`config.mk`:
```
export PLATFORM = sky130hd
export DESIGN_NAME = imem_port_arbiter
export DESIGN_NICKNAME = d
export VERILOG_FILES = /design/src/rtl/imem_pkg.sv /design/src/rtl/imem_burst_limiter.sv /design/src/rtl/imem_port_arbiter.sv
export SDC_FILE = /design/constraint.sdc
export NUM_CORES = 1
export LEC_CHECK = 0
export ABC_AREA = 1
export CORE_ASPECT_RATIO = 0.5
export CORE_MARGIN = 2
export CORE_UTILIZATION = 31
export CTS_CLUSTER_DIAMETER = 30
export DETAILED_ROUTE_END_ITERATION = 8
export HOLD_SLACK_MARGIN = 0.05
export PLACE_DENSITY = 0.82
export SETUP_SLACK_MARGIN = 0.15
export SLEW_MARGIN = 20
export SYNTH_ARGS = -nofsm -noshare
export SYNTH_HDL_FRONTEND = slang
export SYNTH_SLANG_ARGS = --single-unit
```
`constraint.sdc`:
```
create_clock -name clk -period 2.6 [get_ports clk]
set_input_delay 0.52 -clock clk [delete_from_list [all_inputs] [get_ports clk]]
set_output_delay 0.52 -clock clk [all_outputs]
set_load 0.01 [all_outputs]
```
`src/rtl/imem_pkg.sv`:
```
// Shared types and defaults for the instruction-memory port arbiter slice.
package imem_pkg;

  localparam int unsigned ADDR_W_DEF  = 32;
  localparam int unsigned DATA_W_DEF  = 32;
  localparam int unsigned BURST_CNT_W = 4;
  localparam logic [31:0] NOP_WORD    = 32'h0;

  typedef enum logic [1:0] {
    BOOT = 2'd0,
    RUN  = 2'd1,
    HALT = 2'd2
  } state_e;

endpackage

```
`src/rtl/imem_burst_limiter.sv`:
```
// Grant decision between fetch and loader, with a saturating counter that
// bounds how long a waiting fetch can be starved by loader writes.
module imem_burst_limiter
  import imem_pkg::*;
#(
  parameter int unsigned MAX_BURST = 4
) (
  input  logic   clk,
  input  logic   rst,
  input  state_e state_i,
  input  logic   fetch_req_i,
  input  logic   ld_req_i,
  output logic   fetch_gnt_o,
  output logic   ld_gnt_o
);

  localparam logic [BURST_CNT_W-1:0] BURST_MAX = BURST_CNT_W'(MAX_BURST);

  logic [BURST_CNT_W-1:0] burst_cnt_q, burst_cnt_d;
  logic                   fetch_gnt, ld_gnt;

  always_comb begin
    // NOTE: every combinational output gets a default first so no path
    // through the block leaves it unassigned (which would infer a latch).
    fetch_gnt = 1'b0;
    ld_gnt    = 1'b0;
    // Memory-side enables must read 0 for as long as reset is held.
    if (!rst) begin
      case (state_i)
        RUN: begin
          ld_gnt    = ld_req_i & (~fetch_req_i | (burst_cnt_q < BURST_MAX));
          fetch_gnt = fetch_req_i & ~ld_gnt;
        end
        BOOT, HALT: ld_gnt = ld_req_i;
        default: ;
      endcase
    end
  end

  always_comb begin
    burst_cnt_d = burst_cnt_q;
    if (fetch_gnt || !fetch_req_i) begin
      burst_cnt_d = '0;
    end else if (ld_gnt && (burst_cnt_q < BURST_MAX)) begin
      burst_cnt_d = burst_cnt_q + 1'b1;
    end
  end

  // NOTE: sequential state uses non-blocking assignments so every register
  // samples its pre-edge value regardless of statement order.
  always_ff @(posedge clk or posedge rst) begin
    if (rst) burst_cnt_q <= '0;
    else     burst_cnt_q <= burst_cnt_d;
  end

  assign fetch_gnt_o = fetch_gnt;
  assign ld_gnt_o    = ld_gnt;

endmodule

```
`src/rtl/imem_port_arbiter.sv`:
```
// Shares the single-port instruction memory between the IF-stage fetch and
// the program loader; fetch data returns registered one cycle after grant.
module imem_port_arbiter
  import imem_pkg::*;
#(
  parameter int unsigned ADDR_W    = ADDR_W_DEF,
  parameter int unsigned DATA_W    = DATA_W_DEF,
  parameter int unsigned MAX_BURST = 4
) (
  input  logic              clk,
  input  logic              rst,
  input  logic              boot_mode,
  input  logic              fetch_req,
  input  logic [ADDR_W-1:0] fetch_addr,
  output logic              fetch_gnt,
  output logic              fetch_valid,
  output logic [DATA_W-1:0] fetch_data,
  output logic              fetch_misalign,
  output logic              stall,
  input  logic              ld_req,
  input  logic [ADDR_W-1:0] ld_addr,
  input  logic [DATA_W-1:0] ld_wdata,
  output logic              ld_gnt,
  output logic [ADDR_W-1:0] mem_addr,
  output logic              mem_read,
  output logic              mem_write,
  output logic [DATA_W-1:0] mem_wdata,
  input  logic [DATA_W-1:0] mem_rdata
);

  localparam logic [ADDR_W-1:0] WORD_MASK = ~ADDR_W'(3);

  state_e            state_q, state_d;
  logic              fetch_valid_q, fetch_valid_d;
  logic [DATA_W-1:0] fetch_data_q, fetch_data_d;
  logic              fetch_misalign_q, fetch_misalign_d;

  imem_burst_limiter #(
    .MAX_BURST (MAX_BURST)
  ) u_burst_limiter (
    .clk         (clk),
    .rst         (rst),
    .state_i     (state_q),
    .fetch_req_i (fetch_req),
    .ld_req_i    (ld_req),
    .fetch_gnt_o (fetch_gnt),
    .ld_gnt_o    (ld_gnt)
  );

  always_comb begin
    state_d = state_q;
    case (state_q)
      BOOT:    if (!boot_mode) state_d = RUN;
      RUN:     if (boot_mode)  state_d = HALT;
      HALT:    if (!boot_mode) state_d = RUN;
      default: state_d = BOOT;
    endcase
  end

  // Accesses are always word-aligned; low address bits only feed the flag.
  always_comb begin
    mem_addr  = '0;
    mem_wdata = '0;
    if (fetch_gnt) begin
      mem_addr = fetch_addr & WORD_MASK;
    end else if (ld_gnt) begin
      mem_addr  = ld_addr & WORD_MASK;
      mem_wdata = ld_wdata;
    end
  end

  assign mem_read  = fetch_gnt;
  assign mem_write = ld_gnt;
  assign stall     = fetch_req & ~fetch_gnt;

  always_comb begin
    fetch_valid_d    = fetch_gnt;
    fetch_misalign_d = fetch_gnt & (fetch_addr[1:0] != 2'b00);
    fetch_data_d     = fetch_gnt ? mem_rdata : fetch_data_q;
  end

  always_ff @(posedge clk or posedge rst) begin
    if (rst) begin
      state_q          <= BOOT;
      fetch_valid_q    <= 1'b0;
      fetch_data_q     <= DATA_W'(NOP_WORD);
      fetch_misalign_q <= 1'b0;
    end else begin
      state_q          <= state_d;
      fetch_valid_q    <= fetch_valid_d;
      fetch_data_q     <= fetch_data_d;
      fetch_misalign_q <= fetch_misalign_d;
    end
  end

  assign fetch_valid    = fetch_valid_q;
  assign fetch_data     = fetch_data_q;
  assign fetch_misalign = fetch_misalign_q;

endmodule

```
Yosys cells after proc, flatten, opt, wreduce, memory -nomap -nowiden

Cells that the tools add are included.

Register bits after elaboration: 40
Output and inout port bits: 103

$lt $le $gt $ge: 1
Bitwise operators: 8
Add/sub/neg operators: 1
Mux-type cells: 13
Equality and inequality tests: 4
Reduce and logical (&&, ||, !) cells: 8

Operators with widths:

| kind                  | number |
|---|---|
| $mux W32              | 4 |
| $mux W4               | 2 |
| $add A4 B1 Y4 const B | 1 |
| $and A1 B1 Y1         | 4 |
| $lt A4 B3 Y1 const B  | 1 |
| $mux W2               | 2 |
| $ne A2 B2 Y1 const B  | 2 |
| $pmux W2 S2           | 1 |
| $reduce_bool A2 Y1    | 2 |
| $mux W1               | 3 |
| $not A1 Y1            | 3 |
| $eq A2 B1 Y1 const B  | 1 |
| $eq A2 B2 Y1 const B  | 1 |
| $logic_not A2 Y1      | 1 |
| $pmux W1 S2           | 1 |
| $reduce_and A2 Y1     | 1 |
| $reduce_or A2 Y1      | 1 |
| $logic_and A1 B1 Y1   | 1 |
| $logic_not A1 Y1      | 1 |
| $logic_or A1 B1 Y1    | 1 |
| $or A1 B1 Y1          | 1 |

Logic depth before layout (Yosys ltp)

Word-level depth: 9
Mapped depth: 8
Mapped depth without buffers: 7

Modules after synthesis

Synthesis repeated with hierarchy kept, for this count alone.

Cell total of the unflattened synthesis: 366
Area, all modules: 2424.8 um^2

Modules (own cells, without submodules):

| module             | times used | area an instance (um^2) | cells an instance |
|---|---|---|---|
| imem_port_arbiter  | 1          | 2130.8                  | 326 |
| imem_burst_limiter | 1          | 294.0                   | 40 |

Least setup slack after synthesis

Ideal clock, no wire load.

Path kind: input port to output port
Start point: input port rst
End point: output port mem_read
Buffers on the path: 3
Slack: 106 ps
Data arrival time: 1974 ps
Cell stages on the path: 8
Path through: inv_2 > nand2_1 > nor2_4 > nand2_1 > buf_6 > buf_4 > inv_1 > buf_4

Cells in the longest elaborated chain, start to end: 1

Ends and longest elaborated chain:

| what        | line                     | text |
|---|---|---|
| from (decl) | imem_port_arbiter.sv:11  | `input logic rst,` |
| $mux W1     | imem_burst_limiter.sv:28 | `if (!rst) begin` |
| to (decl)   | imem_port_arbiter.sv:25  | `output logic mem_read,` |

Every way passes these cells.

Final worst setup path

Start point: input port fetch_req
End point: output port mem_addr[13]

Cells in the longest elaborated chain, start to end: 8
Elaborated cells on any way between the ends: 11

Ends and longest elaborated chain:

| what          | line                     | text |
|---|---|---|
| from (decl)   | imem_port_arbiter.sv:13  | `input logic fetch_req,` |
| $not A1 Y1    | imem_burst_limiter.sv:31 | `ld_gnt = ld_req_i & (~fetch_req_i \| (burst_cnt_q < BURST_MAX));` |
| $or A1 B1 Y1  | imem_burst_limiter.sv:31 |  |
| $and A1 B1 Y1 | imem_burst_limiter.sv:31 |  |
| $not A1 Y1    | imem_burst_limiter.sv:32 | `fetch_gnt = fetch_req_i & ~ld_gnt;` |
| $and A1 B1 Y1 | imem_burst_limiter.sv:32 |  |
| $mux W1       | imem_burst_limiter.sv:29 | `case (state_i)` |
| $mux W1       | imem_burst_limiter.sv:28 |  |
| $mux W32 (*)  | imem_port_arbiter.sv:64  | `if (fetch_gnt) begin` |
| to (decl)     | imem_port_arbiter.sv:24  | `output logic [ADDR_W-1:0] mem_addr,` |

Every way passes the cells marked *; elsewhere a longest branch is shown, timed or not.

==> results.json <==
{
  "core_area_mm2": 0.007542,
  "cp-start-kind": "primary input",
  "maxSlewViolCount": 0,
  "die_h_um": 67.25,
  "avgSynthCellArea_um2": 6.832,
  "grt_pass1_vias": 2990,
  "finalSetupViolations": 0,
  "synthTopCellsByCount": "nand2_1 (77), inv_1 (73), nand3_1 (63)",
  "finalCritPeriodShare": 0.9145,
  "cts_max_level": 2,
  "synth-edff-count": 0,
  "rows": 22,
  "drc": 0,
  "clock-sinks": 40,
  "cts_hold_buffers": 0,
  "async_flop_share": 1.000,
  "p_per_area_mw_per_mm2": 448.8,
  "grt_pass1_wl_um": 14870,
  "path_buf_inv": 4,
  "clk_pin_slew_ns": 0.06,
  "cts_tree": "done",
  "critPathCaptureType": "output port",
  "period_minus_slack_ns": 2.378,
  "timing.rr.start": "u_burst_limiter.burst_cnt_q[2]$_DFFE_PP0P_",
  "overflow": 0,
  "worst_pin_slew_ns": 0.5007,
  "p_leak_nw": 2.729,
  "initial_utilization": 0.3288,
  "netlist.top_cell.by_area": "dfrtp_1",
  "critPathLaunch": "fetch_req",
  "maxCapViolCount": 0,
  "cts_made_buffers": 5,
  "ys_types": 20,
  "drt-pass1-iter-count": 4,
  "cp_slowest_cell": "bufbuf_16",
  "crit_arrival_ns": 1.86,
  "port_buffers": 231,
  "syn_inst": 363,
  "status": "finished clean",
  "routed_wl_um": 10030,
  "synth_flop_cell": "dfrtp_1",
  "drtIter0Drc": 164,
  "critical_path.max_stage_delay_ns": 0.30,
  "crit_fanout": 15,
  "rsz0062_at_grt": "false",
  "via_count": 3124,
  "ys_seq_area_frac": 0.4036,
  "crit_chain": "dlygate4sd2_1 -> inv_2 -> nor2_1 -> nand2_2 -> bufbuf_16 -> nand3_1 -> o21ai_0 -> dlygate4sd2_1",
  "fmax_ghz": 0.4206,
  "num_antenna_cells": 0,
  "track_usage": 0.2159,
  "ir_drop_mv": 0.4279,
  "syn_to_final_growth_pct": 108.4,
  "via_per_inst": 4.400,
  "ys_top_cells_by_area": "dfrtp_1 (40%), nand3_1 (13%), nand2_1 (12%)",
  "antenna_left": 0,
  "clk_latency_ns": 0.28,
  "antenna_found_initial": 0,
  "place.gp.congestion": 0.8308,
  "clk_path_buf_depth": 2,
  "hold_class": "flop to flop",
  "synth_top_area_frac": 0.4036,
  "drive_gt1_frac": 0.1312,
  "relSlewSlack": 0.6662,
  "post_drt_wl_per_cell_um": 14.13,
  "nFillCells": 650,
  "nets": 735,
  "cp_data_required_time_ns": 2.08,
  "syn_area_mm2": 0.002480,
  "cp_common_cell": "dlygate4sd2_1",
  "critical_path_class": "primary input to output port",
  "min_from": "fetch_data[24]$_DFFE_PP0P_",
  "yosysMostFrequentCell": "nand2_1",
  "ys_warn_count": 0,
  "hpwl_um": 7470,
  "finalHoldViolations": 0,
  "finalClockSkew_ns": 0.007353,
  "die_x_um": 130.5,
  "hold_slack_ns": 0.4699,
  "cts_root_buf": "clkbuf_16",
  "ios": 236,
  "fin_tns_setup_ns": 0,
  "crit_family": "buffers and inverters",
  "grt_max_degree": 41,
  "ys_ff_latch": 40,
  "fp.dieArea_mm2": 0.008775
}
-- state kept, by name, summed over array words and instances (netlist names) --
register                     cells
fetch_valid                      1
state_q                          2
fetch_data                      32
u_burst_limiter.burst_cnt_q      4
fetch_misalign                   1
-- power breakdown --
part           internal (mW)  switching [mW]  total (mW)
Clock                  0.378           0.234       0.612
Combinational          0.526           0.362       0.888
Sequential             0.748          0.0718       0.820
Total                   1.65           0.667        2.32
-- placed cells by master, fill, tap and decap left out, types with 7 or more instances in the layout --
cell type | synthesis | final
clkdlybuf4s15_1 | 0 | 17
clkdlybuf4s15_2 | 0 | 9
o21ai_2 | 9 | 9
clkdlybuf4s50_1 | 0 | 161
buf_4 | 7 | 17
inv_1 | 73 | 71
buf_2 | 9 | 13
o21ai_0 | 14 | 14
nor2_1 | 43 | 43
nand2_1 | 77 | 73
dlygate4sd2_1 | 0 | 29
nand3_1 | 63 | 63
o21ai_1 | 7 | 7
dfrtp_1 | 40 | 39
-- metrics by stage --
stage	power, mW	instance area (µm²)	std cells	setup WS [ns]	utilization
finish	2.319	5167	710	0.2222	0.6851
global route	2.438	5167	710	0.1519	0.6851
CTS	2.335	5149	707	0.1921	0.6826
detailed placement	1.732	4964	695	-0.2743	0.6581
global placement	1.709	4964	695	-0.2600	0.6581
floorplan	1.118	2486	364	0.3451	-
-- cell type report --
class	instances	area [µm²]	share of cell area
clock buffer	6	138.9	0.02688
clock inverter	2	10.01	0.001937
inverter	75	284.0	0.05496
multi-input combinational	223	1069	0.2068
sequential	40	1002	0.1939
tap	108	135.1	0.02615
timing repair buffer	256	2529	0.4893
-- worst register-to-register path, stage by stage, from the launching register on --
cell and delay [ns]:
dfrtp_1 0.39, nor2_4 0.06, buf_4 0.13, o21ai_4 0.15, nand2_4 0.09, buf_12 0.15
buf_4 0.13, buf_4 0.19, nand2_1 0.08, nand2_1 0.06
-- routing by layer --
layer / track usage / vias to the layer above / wire, µm
met3: 0.04279 / 21 / 680
met2: 0.4173 / 104 / 5164
met5: 0 / - / 0
li1: - / 1573 / -
met1: 0.2419 / 1426 / 3955
met4: 0.07314 / 0 / 230
-- kinds of logic (layout without fill, tap and decap cells) --
family,count (synthesis),count (layout),share of synthesized area
buf+inv,101,339,0.1771
simple gates,189,189,0.3320
compound gates,31,31,0.08073
other cells,1,2,0.001512
flops,40,40,0.4036
fa+ha+maj,1,1,0.005045
-- final timing paths --
kind | to | slack (ns) | depth (start not counted)
max in group asynchronous | state_q[0]$_DFFE_PP0P_ | 1.64 | 3
worst max-delay path | mem_addr[13] | 0.22 | 8
worst min-delay path | fetch_data[24]$_DFFE_PP0P_ | 0.47 | 2
min in group asynchronous | fetch_data[5]$_DFFE_PP0P_ | 0.59 | 3
worst min register to register | fetch_data[24]$_DFFE_PP0P_ | 0.47 | 2
worst max register to register | fetch_data[30]$_DFFE_PP0P_ | 1.04 | 9
-- timing repair --
| item | in CTS | in global routing |
|---|---|---|
| pin swaps | 2 | 3 |
| gates resized for setup | 156 | 4 |
| endpoints found under the setup margin | 67 | 35 |
| cloned | 3 | 0 |
| setup buffers | 1 | 3 |
(Power assumes the default switching activity.)
